$ cat src/rtl/ir_status_unit_pkg.sv
// Shared definitions for the IR/status front end: debug FSM encoding and
// field widths also used by the control unit and assembler tables.
package ir_status_unit_pkg;

    localparam int unsigned OPCODE_WIDTH_DEFAULT = 7;

    typedef enum logic [1:0] {
        StRun      = 2'd0,
        StHaltPend = 2'd1,
        StHalted   = 2'd2,
        StStep     = 2'd3
    } dbg_state_e;

    function automatic dbg_state_e reset_state(input bit start_halted);
        return start_halted ? StHalted : StRun;
    endfunction

endpackage

$ cat src/rtl/dbg_sync_edge.sv
// Synchroniser plus one-cycle rising-edge pulse for an asynchronous
// front-panel input. Pulse appears SYNC_STAGES+1 cycles after the input rise.
module dbg_sync_edge
    import ir_status_unit_pkg::*;
#(
    parameter int unsigned SYNC_STAGES = 2
) (
    input  logic clock,
    input  logic reset,
    input  logic async_in,
    output logic pulse
);

    logic [SYNC_STAGES-1:0] sync_q;
    logic [SYNC_STAGES-1:0] valid_q;
    logic                   prev_q;
    logic                   prev_valid_q;
    logic                   pulse_q;

    // valid_q tracks which sync stages hold real samples since reset, so a level
    // already high at reset release is never mistaken for a rising edge.
    always_ff @(posedge clock) begin
        if (reset) begin
            sync_q       <= '0;
            valid_q      <= '0;
            prev_q       <= 1'b0;
            prev_valid_q <= 1'b0;
            pulse_q      <= 1'b0;
        end else begin
            sync_q       <= {sync_q[SYNC_STAGES-2:0], async_in};
            valid_q      <= {valid_q[SYNC_STAGES-2:0], 1'b1};
            prev_q       <= sync_q[SYNC_STAGES-1];
            prev_valid_q <= valid_q[SYNC_STAGES-1];
            pulse_q      <= sync_q[SYNC_STAGES-1] & ~prev_q & prev_valid_q;
        end
    end

    assign pulse = pulse_q;

endmodule

$ cat src/rtl/ir_status_unit.sv
// Instruction register, carry/zero status and the front-panel halt/step/resume
// handshake feeding the microcoded control unit's dispatch inputs.
module ir_status_unit
    import ir_status_unit_pkg::*;
#(
    parameter int unsigned WORD_WIDTH   = 16,
    parameter int unsigned OPCODE_WIDTH = OPCODE_WIDTH_DEFAULT,
    parameter int unsigned OPCODE_LSB   = 9,
    parameter int unsigned SYNC_STAGES  = 2,
    parameter bit          START_HALTED = 1'b0
) (
    input  logic                    clock,
    input  logic                    reset,
    input  logic [WORD_WIDTH-1:0]   data_bus,
    input  logic                    ir_load,
    input  logic                    status_load,
    input  logic                    alu_carry,
    input  logic                    alu_zero,
    input  logic                    fetch_boundary,
    input  logic                    dbg_halt,
    input  logic                    dbg_step,
    input  logic                    dbg_resume,
    output logic [WORD_WIDTH-1:0]   instr,
    output logic [OPCODE_WIDTH-1:0] opcode,
    output logic                    carry,
    output logic                    zero,
    output logic                    cpu_inspect,
    output logic                    dbg_halted
);

    logic [WORD_WIDTH-1:0] instr_q;
    logic                  carry_q;
    logic                  zero_q;
    dbg_state_e            state_q;
    dbg_state_e            state_d;
    logic                  halted_q;
    logic                  halt_p;
    logic                  step_p;
    logic                  resume_p;

    dbg_sync_edge #(.SYNC_STAGES(SYNC_STAGES)) u_halt_sync (
        .clock    (clock),
        .reset    (reset),
        .async_in (dbg_halt),
        .pulse    (halt_p)
    );

    dbg_sync_edge #(.SYNC_STAGES(SYNC_STAGES)) u_step_sync (
        .clock    (clock),
        .reset    (reset),
        .async_in (dbg_step),
        .pulse    (step_p)
    );

    dbg_sync_edge #(.SYNC_STAGES(SYNC_STAGES)) u_resume_sync (
        .clock    (clock),
        .reset    (reset),
        .async_in (dbg_resume),
        .pulse    (resume_p)
    );

    // IR and status stay writable in every debug state so inspect microcode works.
    always_ff @(posedge clock) begin
        if (reset) begin
            instr_q <= '0;
            carry_q <= 1'b0;
            zero_q  <= 1'b0;
        end else begin
            if (ir_load) begin
                instr_q <= data_bus;
            end
            if (status_load) begin
                carry_q <= alu_carry;
                zero_q  <= alu_zero;
            end
        end
    end

    // Resume always wins; halting only completes on an instruction boundary.
    always_comb begin
        state_d = state_q;
        unique case (state_q)
            StRun: begin
                if (halt_p) state_d = StHaltPend;
            end
            StHaltPend: begin
                if (resume_p)            state_d = StRun;
                else if (fetch_boundary) state_d = StHalted;
            end
            StHalted: begin
                if (resume_p)    state_d = StRun;
                else if (step_p) state_d = StStep;
            end
            StStep: begin
                if (resume_p)            state_d = StRun;
                else if (fetch_boundary) state_d = StHalted;
            end
            default: state_d = StRun;
        endcase
    end

    always_ff @(posedge clock) begin
        if (reset) begin
            state_q  <= reset_state(START_HALTED);
            halted_q <= START_HALTED;
        end else begin
            state_q  <= state_d;
            halted_q <= (state_d == StHalted);
        end
    end

    assign instr       = instr_q;
    assign opcode      = instr_q[OPCODE_LSB +: OPCODE_WIDTH];
    assign carry       = carry_q;
    assign zero        = zero_q;
    assign cpu_inspect = halted_q;
    assign dbg_halted  = halted_q;

endmodule

$ cat config.mk
export PLATFORM = sky130hd
export DESIGN_NAME = ir_status_unit
export DESIGN_NICKNAME = d
export VERILOG_FILES = /design/src/rtl/ir_status_unit_pkg.sv /design/src/rtl/dbg_sync_edge.sv /design/src/rtl/ir_status_unit.sv
export SDC_FILE = /design/constraint.sdc
export NUM_CORES = 1
export LEC_CHECK = 0
export BUFFER_PORTS_ARGS = -buffer_cell sky130_fd_sc_hd__buf_2
export CORE_MARGIN = 2
export CORE_UTILIZATION = 40
export DETAILED_ROUTE_END_ITERATION = 7
export HOLD_SLACK_MARGIN = 0.08
export PLACE_DENSITY = 0.69
export SETUP_SLACK_MARGIN = 0.5
export SLEW_MARGIN = 30
export SYNTH_ARGS = -nofsm -noshare
export SYNTH_HDL_FRONTEND = slang
export SYNTH_SLANG_ARGS = --single-unit
$ cat constraint.sdc
create_clock -name clock -period 1.25 [get_ports clock]
set_clock_uncertainty 0.05 [all_clocks]
set_input_delay 0.0625 -clock clock [delete_from_list [all_inputs] [get_ports clock]]
set_output_delay 0.0625 -clock clock [all_outputs]
set_load 0.01 [all_outputs]
* Word-level counts from Yosys, hierarchy flattened *
Cells that the tools add are included.

operators by class
  equality and inequality tests = 4
  muxes and demuxes = 9
  bitwise operators = 9
  reduce and logical (&&, ||, !) cells = 2

operator list
  kind                                                 count
  2-to-1 mux 2 bit                                     5
  bitwise AND 1 bit                                    6
  equality test 2 bit, second input constant           3
  case mux 2 bit (3 select lines)                      1
  2-to-1 mux 1 bit                                     3
  NOT 1 bit                                            3
  equality test 2 x 1 -> 1 bit, second input constant  1
  zero test 2 bit                                      1
  OR reduction 2 bit                                   1

word-level totals
  output and inout port bits = 27
  flip-flop bits (word level) = 42
  bits of input ports = 26

* Longest topological paths before layout *
Gate-level depths: netlist of run 1.

  depth in word-level cells = 4
  gate-level depth with buffers = 4
  depth with buffers taken out = 3

* Cells and area by module *
Synthesis of run 1 repeated with hierarchy kept, for this count alone.

second synthesis, totals
  cells, all modules = 119
  area, all modules = 1,411.4 um^2

modules (own cells, without submodules)
  module          cells an instance  seq. area each (um^2)  instances  area an instance (um^2)
  ir_status_unit  77                 420.4                  1          810.8
  dbg_sync_edge   14                 140.1                  3          200.2

* Worst setup path after synthesis of run 1 *
Ideal clock, no wire load.

  path kind = reg2reg
  from = register state_q[0]
  to = register state_q[0]
  library setup time = 0.115 ns
  arrival time = 0.855 ns
  period minus slack after synthesis = 1.020 ns
  slack = 0.230 ns
  buffers on the path = 0
  cell stages (with the launch flop) = 4
  path through = dfxtp_1 > nor3b_1 > a211o_1 > and2_1

between the ends
  word-level cells in the longest chain between the ends = 3
  elaborated cells between the ends (all ways) = 11
  classes of those cells = eq/ne (3); mux (6); reduce/logical (2)

RTL lines
  item                                                        RTL line               RTL
  start: declaration                                          ir_status_unit.sv:34   dbg_state_e state_q;
  start signal: assignment                                    ir_status_unit.sv:104  state_q <= reset_state(START_HALTED);
  start signal: assignment                                    ir_status_unit.sv:107  state_q <= state_d;
  equality test 2 bit, or another cell as far along           ir_status_unit.sv:82   unique case (state_q)
  OR reduction 2 bit (no line), or another cell as far along  -
  case mux 2 bit (3 select lines) *                           ir_status_unit.sv:82

Every way passes the cells marked *; elsewhere a longest branch is shown, timed or not.
A chain may end at the register's enable or synchronous reset.

* Final worst setup path of run 1 *
Ends and elaborated chain as after synthesis.

==> results.toml, run 1 <==
[logic_synthesis]
synth_commonest_cells = "36 x dfxtp_1, 19 x nor2_1, 18 x mux2i_1, 11 x nor2b_1, 9 x buf_4"
yosys.area.top_type = "dfxtp_1"
synth_top_family_by_area = "simple AND/OR/NAND/NOR gates"
synth-simple-area-share = 0.170
syn_avg_cell_area_um2 = 11.3
synth_edf_count = 0
syn-num-nets = 134
syn_inst = 108
yosysWarnings = 0
synth_top_area_frac = 0.591
yosysMostFrequentCell = "dfxtp_1"
netlist_top_cells_area = "dfxtp_1 59%, mux2i_1 15%, nor2_1 5.8%"
synth_xor_xnor_area_share = 0
async_reset_ff_frac = 0
synthAdderAreaFrac = 0
yosys.cell_types.count = 16
synth-compound-area-share = 0.0113
yosys_most_used_dff = "dfxtp_1"
muxShareOfSynthArea = 0.148
synth_seq_cells = 36
synth_seq_area_share = 0.591
synthesis.area_um2 = 1220

[sta]
fin_setup_tns_ns = 0
max_freq_mhz = 932
setup_viol = 0
slew_violations = 0
rsz0062_at_grt = "yes"
hold_viol = 2
slew_headroom = 0.683
tightest_slew_ns = 0.475
period_minus_slack_ns = 1.07
fin_crit_sh = 0.858
whs_ns = -0.0122

[worst_setup_path]
cp.depth = 3
path_cells = "nor3b_1, a211o_1, and2_1"
cpPeakStageDelay_ns = 0.35
slowest_stage = "dfxtp_2"
cp_num_buf_inv = 0
arrival_ns = 1.26
start_kind = "flop"
cp_max_fo = 4
critPathKind = "flop to flop"
cpLargestDelayFamily = "flip-flops"
reg2reg_depth = 3
worst_setup_path_end_kind = "flop"
required_ns = 1.43

[global_route]
antenna_found_initial = 0
grt_max_degree = 18
grt_usage = 0.166
grt_pass1_vias = 999
grt_pass1_wl_um = 4250
grt_overflow = 0

[clocking]
cts_num_sinks = 36
insertion_delay_ns = 0.32
ctsHoldBuffers = 21
cts.path.max_buffers = 2
root_buffer = "clkbuf_4"
cts.reportedPaths.clkPinSlew_ns = 0.11
h-tree-depth = 2
tritoncts = "done"
cts_buffers = 5

[finish]
multi_input_area_um2 = 427
fin_util = 0.670
antenna_cells = 0
regArea_um2 = 753
syn2layout_area_growth_pct = 63.6
fin_nets = 206
drive_gt1_frac = 0.519
fillCellCount = 219

[route]
via_per_inst = 4.59
routed_wl_um = 2740
ant_nets = 0
drt-pass1-iter-count = 4
drt_iter0_markers = 38
vias = 982
drc = 0
wl_per_cell_um = 12.8

[flow_run]
max_cap_violations = 0

[floorplanning]
die_w_um = 59.2
core.rowCount = 20
die_h_um = 59.2
start_util = 0.410
io_pins = 53
core_area_um2 = 2980
die_area_um2 = 3510

[power_and_ir_drop]
powerDensity_nw_per_um2 = 1180
ir_worst_vdd_uv = 808
power_leakage_uw = 0.000943

[placement]
place_hpwl_um = 1510
port_buffers = 52
place_congestion = 0.633

[worst_hold_path]
min_path_type = "primary input to flop"
min_path_cells = 3

[outcome]
status = "finished, violations left"
violations = "negative hold slack"
-- kinds of logic after synthesis --
group | count (synthesis)
compound gates | 2
buf+inv | 14
flops | 36
mux | 18
simple gates | 38
-- cells in the final DEF, fill, tap and decap left out, types with 2 or more instances in the layout --
| master | count |
|---|---|
| and3b_1 | 3 |
| buf_2 | 25 |
| buf_4 | 2 |
| buf_6 | 30 |
| clkbuf_4 | 5 |
| dfxtp_1 | 12 |
| dfxtp_2 | 23 |
| dlygate4sd3_1 | 20 |
| mux2i_1 | 17 |
| nor2_1 | 19 |
| nor2b_1 | 9 |
| nor2b_4 | 2 |
-- final timing paths --
| check | from | to | slack, ns |
|---|---|---|---|
| min | status_load | zero | -0.01 |
| min reg2reg | u_resume_sync.sync_q[0] | u_resume_sync.sync_q[1] | 0.40 |
| max reg2reg | state_q[0] | state_q[0] | 0.18 |
| max | state_q[0] | state_q[0] | 0.18 |
-- power by group --
group          switching (uW)  internal (uW)
registers                35.3           1200
clock network             368            417
logic                     122            213
total                     525           1830
-- repair_timing --
action	in CTS	in global routing
buffers inserted	3	1
endpoints found under the hold margin	28	5
resized for setup	52	8
setup endpoints to repair	33	43
pin swaps	4	7
-- through the flow --
stage | cell area (um2) | hold slack (ns) | std cells | worst slack (ns) | total power, uW
3_5_place_dp | 1440 | 0.229 | 181 | 0.183 | 1450
4_1_cts | 1970 | -0.0385 | 213 | 0.173 | 2380
5_1_grt | 2000 | -0.0342 | 214 | 0.138 | 2470
3_3_place_gp | 1440 | 0.221 | 181 | 0.264 | 1440
6_report | 2000 | -0.0122 | 214 | 0.177 | 2360
2_1_floorplan | 1230 | 0.0918 | 108 | 0.270 | 1380
-- layer usage --
layer / share of wire / track usage
met4: 0.0084 / 0.0942
met3: 0.064 / 0.0459
met2: 0.58 / 0.323
met1: 0.35 / 0.148
met5: 0 / 0
-- state kept, by name, summed over array words and instances (netlist names) --
signal and cells:
instr 16, cpu_inspect 1, u_halt_sync.prev_q 1, zero 1
u_step_sync.valid_q 1, u_resume_sync.sync_q 2, u_step_sync.sync_q 2, u_halt_sync.sync_q 2
state_q 2, u_halt_sync.pulse 1, u_resume_sync.prev_q 1, u_step_sync.pulse 1
carry 1, u_step_sync.prev_q 1, u_halt_sync.prev_valid_q 1, u_resume_sync.pulse 1
u_halt_sync.valid_q 1
-- final cells by class --
type                            count  area share
Timing Repair Buffer               78       0.346
Tap cell                           33      0.0207
Sequential cell                    36       0.377
Inverter                            1     0.00188
Multi-Input combinational cell     58       0.214
Clock buffer                        5      0.0188
Clock inverter                      3      0.0213
-- worst reg2reg max path, delay by kind of cell (launching register included) --
| kind | cells | cell delay (ns) |
|---|---|---|
| and+or+nand+nor | 2 | 0.28 |
| DFF | 1 | 0.35 |
| AOI/OAI and AO/OA | 1 | 0.29 |
Note: power is estimated with default switching activity, not from simulation.
==> run 2: changes to the inputs <==
--- a/config.mk
+++ b/config.mk
@@ -10,7 +10,7 @@
 export CORE_UTILIZATION = 40
 export DETAILED_ROUTE_END_ITERATION = 7
 export HOLD_SLACK_MARGIN = 0.08
-export PLACE_DENSITY = 0.69
+export PLACE_DENSITY_LB_ADDON = 0.2
 export SETUP_SLACK_MARGIN = 0.5
 export SLEW_MARGIN = 30
 export SYNTH_ARGS = -nofsm -noshare
==> results.toml, run 2 (synthesized netlist as in run 1, its figures left out) <==
[finish]
mostFrequentLayoutCells = "27 x buf_2, 27 x buf_6, 21 x dfxtp_2"
design_area_um2 = 1950
fin_util = 0.656
antenna_cells = 0
fillCellCount = 241
drive_gt1_frac = 0.494
fin_nets = 206
regArea_um2 = 747
multi_input_area_um2 = 428
syn2layout_area_growth_pct = 60.1
largest_reg_flops = 16

[sta]
hold_viol = 2
slew_violations = 0
fin_setup_tns_ns = 0
tightest_slew_ns = 0.512
rsz0062_at_grt = "yes"
whs_ns = -0.0296
fin_crit_sh = 0.825
setup_viol = 0
period_minus_slack_ns = 1.03
max_freq_mhz = 970
slew_headroom = 0.659

[placement]
place_hpwl_um = 1440
place_area_um2 = 1440
port_buffers = 52
place_congestion = 0.667

[clocking]
cts_buffers = 5
insertion_delay_ns = 0.32
ctsHoldBuffers = 21
h-tree-depth = 2
tritoncts = "done"
cts.path.max_buffers = 2
cts.reportedPaths.clkPinSlew_ns = 0.10
cts_num_sinks = 36
root_buffer = "clkbuf_4"

[floorplanning]
die_area_um2 = 3510
core.rowCount = 20
die_h_um = 59.2
die_w_um = 59.2
core_area_um2 = 2980
start_util = 0.410
io_pins = 53

[worst_setup_path]
path_cells = "nor4bb_1, a211o_1, and2_1"
critPathKind = "flop to flop"
worst_setup_path_end_kind = "flop"
required_ns = 1.42
start_kind = "flop"
slowest_stage = "dfxtp_2"
arrival_ns = 1.20
cp_max_fo = 3
cpPeakStageDelay_ns = 0.34

[outcome]
status = "finished, violations left"
violations = "negative hold slack"

[route]
via_per_inst = 4.56
routed_wl_um = 2720
drt_iter0_markers = 21
vias = 971
drt-pass1-iter-count = 4
drc = 0
ant_nets = 0
wl_per_cell_um = 12.8

[flow_run]
max_cap_violations = 0

[power_and_ir_drop]
power_leakage_uw = 0.000972
powerDensity_nw_per_um2 = 1080
ir_worst_vdd_uv = 673

[global_route]
grt_usage = 0.158
met3_usage = 0.0590
grt_pass1_wl_um = 3940
grt_max_degree = 24
met2_usage = 0.305
grt_pass1_vias = 930
grtUsageMet1 = 0.143
grt_overflow = 0
antenna_found_initial = 0
grt.busiest_layer = "met2"

[worst_hold_path]
min_path_type = "primary input to flop"
## run 2: per-stage QoR
| step | total power (uW) | cells | hold WS, ns | setup slack, ns |
|---|---|---|---|---|
| after floorplan | 1380 | 108 | 0.0918 | 0.270 |
| after global placement | 1450 | 181 | 0.223 | 0.263 |
| after detailed placement | 1450 | 181 | 0.228 | 0.228 |
| after CTS | 2130 | 210 | -0.0437 | 0.220 |
| after global routing | 2240 | 213 | -0.0512 | 0.166 |
| final | 2120 | 213 | -0.0296 | 0.219 |
## run 2: what timing repair did
item                       CTS  global route
pin swaps                    3             9
resized for setup           50             9
setup endpoints to repair   33            42
hold endpoints to repair    22             3
buffers inserted             1             3
## run 2: power breakdown
part / switching, uW / internal (uW)
Clock: 336 / 207
Combinational: 122 / 215
Sequential: 34.2 / 1200
## run 2: cell type report
| class | count | share of cell area |
|---|---|---|
| Sequential cell | 36 | 0.382 |
| Timing Repair Buffer | 78 | 0.352 |
| Clock buffer | 6 | 0.0211 |
| Multi-Input combinational cell | 58 | 0.219 |
| Clock inverter | 1 | 0.00256 |
| Inverter | 1 | 0.00192 |
| Tap cell | 33 | 0.0211 |
## run 2: critical path, delay by kind of cell, from the launching register on
family          cells  cell delay [ns]
compound gates      1             0.29
flops               1             0.34
simple gates        2             0.26
## run 2: per-layer routing
layer / up-vias / routed length [um]
met3: 4 / 134
met5: - / 0
met4: 0 / 30
li1: 489 / -
met2: 33 / 1570
met1: 445 / 989
## run 2: final timing paths
path / from / to / slack, ns / cells past startpoint
min: status_load / zero / -0.03 / 3
min reg2reg: u_halt_sync.sync_q[0] / u_halt_sync.sync_q[1] / 0.39 / 1
max: state_q[1] / state_q[0] / 0.22 / 3
max reg2reg: state_q[1] / state_q[0] / 0.22 / 3
